$ cat config.mk
export PLATFORM = sky130hd
export DESIGN_NAME = gate_test_sequencer
export DESIGN_NICKNAME = d
export VERILOG_FILES = /design/src/rtl/gate_test_sequencer.sv
export SDC_FILE = /design/constraint.sdc
export NUM_CORES = 1
export LEC_CHECK = 0
export BUFFER_PORTS_ARGS = -buffer_cell sky130_fd_sc_hd__buf_2
export CAP_MARGIN = 20
export CORE_MARGIN = 2
export CORE_UTILIZATION = 35
export DETAILED_ROUTE_END_ITERATION = 10
export GPL_TIMING_DRIVEN = 1
export SETUP_SLACK_MARGIN = 0.5
export SLEW_MARGIN = 20
export SYNTH_ARGS = -nofsm -noshare
export SYNTH_HDL_FRONTEND = slang
export SYNTH_SLANG_ARGS = --single-unit
$ cat constraint.sdc
create_clock -name clk -period 1.5 [get_ports clk]
set_clock_uncertainty 0.1 [all_clocks]
set_input_delay 0.3 -clock clk [delete_from_list [all_inputs] [get_ports clk]]
set_output_delay 0.3 -clock clk [all_outputs]
set_load 0.01 [all_outputs]
$ cat src/rtl/gate_test_sequencer.sv
// Self-checking sweep sequencer for a 2-input gate: drives 00,01,10,11, waits a
// settle time per vector, samples the gate output and tallies mismatches.
module gate_test_sequencer #(
  parameter int unsigned SETTLE_CYCLES = 1,
  parameter bit          EXPECT_OP     = 1'b0,
  parameter int unsigned ERR_W         = 3
) (
  input  logic             clk,
  input  logic             rst_n,
  input  logic             start,
  output logic             dut_a,
  output logic             dut_b,
  input  logic             dut_r,
  output logic             busy,
  output logic             done,
  output logic             pass,
  output logic [ERR_W-1:0] err_count,
  output logic [1:0]       first_fail_vec,
  output logic             first_fail_valid
);

  localparam int unsigned      CNT_W    = (SETTLE_CYCLES > 1) ? $clog2(SETTLE_CYCLES) : 1;
  localparam logic [CNT_W-1:0] CNT_LOAD = CNT_W'(SETTLE_CYCLES - 1);
  localparam logic [ERR_W-1:0] ERR_MAX  = '1;

  typedef enum logic [1:0] {IDLE, SETTLE, CHECK, DONE} state_t;

  state_t           state;
  logic [CNT_W-1:0] cnt;
  logic [1:0]       vec;
  logic             exp_c;
  logic             mismatch_c;
  logic [ERR_W-1:0] err_nxt_c;

  // Gate inputs come straight from the vector register
  assign dut_a = vec[1];
  assign dut_b = vec[0];

  // Expected response for the vector currently driven, and the saturating tally
  always_comb begin
    exp_c      = EXPECT_OP ? (vec[1] & vec[0]) : ~(vec[1] & vec[0]);
    mismatch_c = (dut_r != exp_c);
    err_nxt_c  = err_count;
    if (mismatch_c && (err_count != ERR_MAX)) begin
      err_nxt_c = err_count + ERR_W'(1);
    end
  end

  always_ff @(posedge clk or negedge rst_n) begin
    if (!rst_n) begin
      state            <= IDLE;
      cnt              <= '0;
      vec              <= 2'b00;
      busy             <= 1'b0;
      done             <= 1'b0;
      pass             <= 1'b0;
      err_count        <= '0;
      first_fail_vec   <= 2'b00;
      first_fail_valid <= 1'b0;
    end else begin
      case (state)
        IDLE: begin
          done <= 1'b0;
          if (start) begin
            vec              <= 2'b00;
            err_count        <= '0;
            first_fail_valid <= 1'b0;
            first_fail_vec   <= 2'b00;
            pass             <= 1'b0;
            cnt              <= CNT_LOAD;
            busy             <= 1'b1;
            state            <= SETTLE;
          end
        end
        SETTLE: begin
          if (cnt == '0) begin
            state <= CHECK;
          end else begin
            cnt <= cnt - CNT_W'(1);
          end
        end
        CHECK: begin
          err_count <= err_nxt_c;
          if (mismatch_c && !first_fail_valid) begin
            first_fail_vec   <= vec;
            first_fail_valid <= 1'b1;
          end
          if (vec == 2'b11) begin
            busy  <= 1'b0;
            done  <= 1'b1;
            pass  <= (err_nxt_c == '0);
            state <= DONE;
          end else begin
            vec   <= vec + 2'd1;
            cnt   <= CNT_LOAD;
            state <= SETTLE;
          end
        end
        DONE: begin
          done  <= 1'b0;
          state <= IDLE;
        end
        default: state <= IDLE;
      endcase
    end
  end

endmodule

==> results of run 1 <==
==> layer usage <==
layer  vias to the layer above  track usage (%)  part of all wire [%]  wire length [µm]
met5                         -                0                     0                 0
met4                         0            8.333                   1.4                29
met3                         4            3.216                   3.9                80
met2                        16            29.65                    52              1072
met1                       384            23.35                    43               884
li1                        377                -                     -                 -
==> cell type report <==
| type | instances | area, µm² | area share (%) |
|---|---|---|---|
| sequential | 13 | 327.8 | 23.60 |
| inverter | 6 | 22.52 | 1.622 |
| tap | 28 | 35.03 | 2.523 |
| timing repair buffer | 49 | 405.4 | 29.19 |
| clock buffer | 4 | 26.28 | 1.892 |
| multi-input combinational | 54 | 571.8 | 41.17 |
==> power breakdown <==
group / switching, W / internal (W) / total, W
combinational: 0.000756 / 0.00102 / 0.00178
clock: 0.000121 / 0.000103 / 0.000224
sequential: 0.0000947 / 0.000458 / 0.000553
==> state kept, by name, indices dropped and copies added (netlist names) <==
signal / flops
err_count: 3
first_fail_vec: 2
state: 2
vec: 2
busy: 1
done: 1
first_fail_valid: 1
pass: 1
==> logic make-up (layout without fill, tap and decap cells) <==
group           after synthesis  count (layout)
compound gates               25              25
buf+inv                       9              59
simple gates                 19              19
flops                        13              13
mux                           2               2
fa+ha+maj                     6               6
xor+xnor                      2               2
==> cells in the final DEF (no fill, tap or decap), drive strengths merged, types with 2 or more instances in the layout <==
| cell type | instances |
|---|---|
| nand3 | 3 |
| o32ai | 2 |
| a21oi | 4 |
| nand2 | 6 |
| nor3 | 3 |
| ha | 6 |
| a21o | 2 |
| a22o | 6 |
| dfrtp | 13 |
| buf | 48 |
| clkbuf | 4 |
| o21ai | 6 |
| nand2b | 3 |
| inv | 6 |
==> critical path: stages (launching register included) <==
cell	delay, ps
dfrtp_2	440
ha_4	200
xnor2_4	150
buf_4	140
nand2b_4	70
a21o_1	160
a22o_1	170
==> how the worst max path moves through the flow <==
stage / start / to / slack (ps) / cells past startpoint
finish: vec[0] / err_count[0] / -30 / 6
global route: state[1] / first_fail_vec[0] / -80 / 6
CTS: vec[0] / first_fail_vec[0] / -20 / 5
detailed placement: state[0] / first_fail_vec[0] / -40 / 6
global placement: state[0] / first_fail_vec[0] / -30 / 6
floorplan: vec[0] / first_fail_vec[0] / -100 / 6
==> through the flow <==
step | power (W) | instances | utilization (%)
2_1_floorplan | 0.001290 | 76 | -
3_3_place_gp | 0.001703 | 130 | 47.69
3_5_place_dp | 0.001721 | 130 | 47.69
4_1_cts | 0.002225 | 146 | 57.27
5_1_grt | 0.002779 | 154 | 64.01
6_report | 0.002554 | 154 | 64.01
==> timing repair <==
| item | CTS | global route |
|---|---|---|
| setup endpoints to repair | 24 | 24 |
| cloned | 0 | 0 |
| pin swaps | 6 | 7 |
| endpoints found under the hold margin | 13 | 0 |
| resized for setup | 18 | 20 |
| hold buffers | 1 | 0 |
| setup buffers | 11 | 8 |
==> results.yml, run 1 <==
synth:
  synth_common_cells: "13 x dfrtp_1, 6 x a22o_1, 6 x ha_1, 6 x inv_1, 6 x nand2_1"
  syn_inst: 76
  yosysTopAreaCell: "dfrtp_1"
  synth_xor_area_share_pct: 4.625
  ys.flop_type: "dfrtp_1"
  synth_seq_area_share_pct: 41.47
  synth_edf_count: 0
  ys_ff_latch: 13
  synthAdderAreaFrac_pct: 9.569
  postSynthAreaPerCell_um2: 10.32
  ys_types: 30
  yosys.area.top_type_share_pct: 41.47
  synth_most_common_cell: "dfrtp_1"
  yosys.area_share.simple_pct: 12.92
  synth_compound_area_share_pct: 23.13
  yosysWarnings: 0
  synthMuxAreaShare_pct: 2.711
  synth_top_family_by_area: "compound AO/OA/AOI/OAI gates"
  syn_area_um2: 784.5
  syn_nets: 86
  netlist_top_cells_area: "dfrtp_1 41%, ha_1 9.6%, a22o_1 6.7%"
  async_flop_share_pct: 100.0
die:
  rows: 17
  core-area_um2: 2170
  dieArea_um2: 2636
  boundaryPins: 15
  die_x_um: 51.35
  fp.dieH_um: 51.35
  start_util_pct: 36.16
clock_network:
  cts.clk_slew.worst_paths_ps: 80
  cts_sinks: 13
  clk_latency_ps: 280
  cts_buffers: 3
  clockBufferDepth: 2
  tritoncts: "yes"
  cts_root_buf: "clkbuf_4"
  htree_num_levels: 1
finish:
  nFillCells: 176
  fin_area_um2: 1389
  antenna_cells: 0
  drive_above_1_share_pct: 64.29
  syn2layout_area_growth_pct: 77.03
  finalNetCount: 137
min_path:
  min_from: "start"
  hold_depth: 3
  worstHoldPathType: "in -> reg"
  worstHoldEndpoint: "busy"
detailed_routing:
  first_pass_iters: 3
  avgRoutedWirePerCell_um: 13.42
  final_antenna_net_count: 0
  totalWireLength_mm: 2.067
  via_per_inst: 5.071
  num_vias: 781
  drc: 0
  drt-initial-drc-count: 4
global_routing:
  grt_max_degree: 14
  grt_usage_pct: 18.17
  antenna_found_initial: 0
  grt_pass1_wl_mm: 3.498
  overflow: 0
  grt_pass1_vias: 772
flow_run:
  max_cap_viol_count: 0
outcome:
  status: "complete, but fails checks"
  violations: "setup timing"
power_and_ir_drop:
  vdd_drop_max_mv: 1.009
  p_leak_nw: 0.6540
  p_per_area_nw_per_um2: 1839
critical_path:
  critPathKind: "reg -> reg"
  endpoint_kind: "register"
  r2r_slack_ps: -30
  worst_r2r_path_depth: 6
  worstPathMaxFanout: 4
  rr_endpoint: "err_count[0]"
  start_kind: "register"
  arrival_ps: 1610
  r2r-start: "vec[0]"
  critPathRequiredTime_ps: 1580
timing:
  max_slew_margin_pct: 79.07
  setup_violations: 2
  fmax_ghz: 0.6536
  hold_ws_ps: 236.0
  fin_crit_sh_pct: 102.0
  worst_pin_slew_ps: 314.0
  post-route-min-period_ps: 1530
  finalHoldViolCount: 0
  slew_violations: 0
  rsz0062_at_grt: "yes"
  tns_ps: -38.65
  fin_ws_ps: -30.01
place:
  gp_congestion: 0.7447
  dp_hpwl_mm: 1.244
  io_buffers: 14
  dpl_worst_slack_ps: -43.54
  dpl_cell_area_um2: 1035
Power figures use the tool's default switching activity.
==> run 2, diff against run 1 <==
--- a/config.mk
+++ b/config.mk
@@ -7,10 +7,13 @@
 export LEC_CHECK = 0
 export BUFFER_PORTS_ARGS = -buffer_cell sky130_fd_sc_hd__buf_2
 export CAP_MARGIN = 20
+export CELL_PAD_IN_SITES_DETAIL_PLACEMENT = 1
+export CELL_PAD_IN_SITES_GLOBAL_PLACEMENT = 1
 export CORE_MARGIN = 2
 export CORE_UTILIZATION = 35
 export DETAILED_ROUTE_END_ITERATION = 10
-export GPL_TIMING_DRIVEN = 1
+export PLACE_DENSITY_LB_ADDON = 0.1
+export REMOVE_ABC_BUFFERS = 1
 export SETUP_SLACK_MARGIN = 0.5
 export SLEW_MARGIN = 20
 export SYNTH_ARGS = -nofsm -noshare
==> run 2 against run 1 <==
Compared with the run above:
- sequential cell count unchanged
- the flow still finishes with violations (setup timing)
- maximum frequency down 5.0%
- critical path depth down 1
- cell count up 8.4%
- worst hold slack better by 41 ps
- non-clock buffer count up 13
- sequential power about the same
==> results.yml, run 2 (synthesis gave the netlist of run 1 again) <==
detailed_routing:
  via_per_inst: 5.048
  drt-initial-drc-count: 8
  totalWireLength_mm: 3.224
  final_antenna_net_count: 0
  num_vias: 843
  first_pass_iters: 4
  drc: 0
  avgRoutedWirePerCell_um: 19.31
outcome:
  violations: "setup timing"
  status: "complete, but fails checks"
place:
  gp_congestion: 0.7083
  dp_hpwl_mm: 1.552
  io_buffers: 14
global_routing:
  grt_max_degree: 14
  antenna_found_initial: 0
  grt_pass1_vias: 853
  grt_pass1_wl_mm: 4.264
  grt_usage_pct: 22.66
  overflow: 0
timing:
  rsz0062_at_grt: "yes"
  fin_crit_sh_pct: 107.4
  slew_violations: 0
  max_slew_margin_pct: 76.88
  post-route-min-period_ps: 1611
  fin_ws_ps: -111.0
  finalHoldViolCount: 0
  worst_pin_slew_ps: 346.8
  fmax_ghz: 0.6207
  setup_violations: 7
clock_network:
  cts_sinks: 13
  tritoncts: "yes"
  cts_root_buf: "clkbuf_4"
  cts.clk_slew.worst_paths_ps: 90
  clockBufferDepth: 2
  htree_num_levels: 1
  clk_latency_ps: 280
  cts_buffers: 3
power_and_ir_drop:
  power_w: 0.002900
  p_sw_w: 0.001172
  p_leak_nw: 0.7346
  pwr-share-clk_pct: 8.1
  vdd_drop_max_mv: 1.177
  p_per_area_nw_per_um2: 1879
  power_frac_seq_pct: 19.1
  pwr-share-comb_pct: 72.8
  sw_frac_of_total_pct: 40.42
  internal_power_w: 0.001728
die:
  boundaryPins: 15
  start_util_pct: 36.16
  core-area_um2: 2170
  dieArea_um2: 2636
  die_x_um: 51.35
  fp.dieH_um: 51.35
  rows: 17
finish:
  postLayoutCoreUtil_pct: 71.11
  drive_above_1_share_pct: 69.06
  multi_input_area_um2: 589.3
  finalNetCount: 150
  largest_reg_flops: 3
  mostFrequentLayoutCells: "29 x buf_4, 20 x buf_6, 12 x dfrtp_1, 10 x buf_2, 6 x a22o_1"
  nFillCells: 218
  antenna_cells: 0
  layout_commonest_cell: "buf_4"
  seqCellArea_um2: 326.6
  syn2layout_area_growth_pct: 96.65
  regMostFlops: "err_count"
critical_path:
  cpPeakStageDelay_ps: 430
  crit_path_frequent_cell: "a22o_1"
  path_buf_inv: 0
  slowest_stage: "dfrtp_1"
  critPathRequiredTime_ps: 1580
  critPathTopFamily: "flip-flops"
  path_cells: "ha_4 -> xnor2_4 -> nand2b_1 -> a22o_1 -> a22o_1"
  worstPathMaxFanout: 4
  arrival_ps: 1690
  critPathKind: "reg -> reg"
  start_kind: "register"
  endpoint_kind: "register"
min_path:
  worstHoldPathType: "in -> reg"
flow_run:
  max_cap_viol_count: 0
[run 2: worst paths after layout]
| check | cells after the start | to | from | slack (ps) |
|---|---|---|---|---|
| worst min register to register | 1 | first_fail_vec[0] | first_fail_vec[0] | 440 |
| worst max register to register | 5 | first_fail_vec[0] | vec[0] | -110 |
| min in group asynchronous | 2 | err_count[0] | rst_n | 350 |
| max in group asynchronous | 2 | first_fail_valid | rst_n | 670 |
| worst min-delay path | 3 | busy | start | 280 |
| worst max-delay path | 5 | first_fail_vec[0] | vec[0] | -110 |
[run 2: cell type report]
class	instances	share of cell area, %
inverter	6	1.460
sequential	13	21.17
timing repair buffer	62	35.20
clock buffer	4	1.703
multi-input combinational	54	38.20
tap	28	2.271
[run 2: tightest hold or removal path: cells and delay by family]
| family | cells | cell delay (ps) |
|---|---|---|
| AO/OA/AOI/OAI | 2 | 200 |
| buffers and inverters | 1 | 120 |
[run 2: layer usage]
metal | part of all wire (%) | vias up | GRT usage, %
met3 | 2.1 | 9 | 3.509
met2 | 53 | 17 | 40.69
met4 | 2.9 | 0 | 7.895
met5 | 0 | - | 0
li1 | - | 404 | -
met1 | 42 | 413 | 27.36
[run 2: power groups by stage]
stage	sequential, W	clock [W]	combinational [W]
2_1_floorplan	0.000583	0	0.000558
5_1_grt	0.000562	0.000256	0.00223
3_5_place_dp	0.000536	0	0.00112
6_report	0.000555	0.000235	0.00211
3_3_place_gp	0.000529	0	0.00109
4_1_cts	0.000541	0.000244	0.00158
[run 2: metrics by stage]
stage          setup WS (ps)  setup TNS, ps  hold slack (ps)  std cells  cell area (µm²)
3_5_place_dp          -130.3         -756.4            115.5        135             1018
4_1_cts               -9.953         -30.55            228.3        157             1341
3_3_place_gp          -123.0         -435.2            107.2        135             1018
5_1_grt               -163.1         -835.6            297.4        167             1543
2_1_floorplan         -241.7          -1056           -95.59         73            763.2
6_report              -111.0         -382.5            277.4        167             1543
[run 2: timing repair]
action,in CTS,in global routing
endpoints found under the setup margin,24,24
cloned,0,1
hold buffers,1,0
pin swaps,9,11
endpoints found under the hold margin,13,0
gates resized for setup,33,27
buffers inserted,17,9
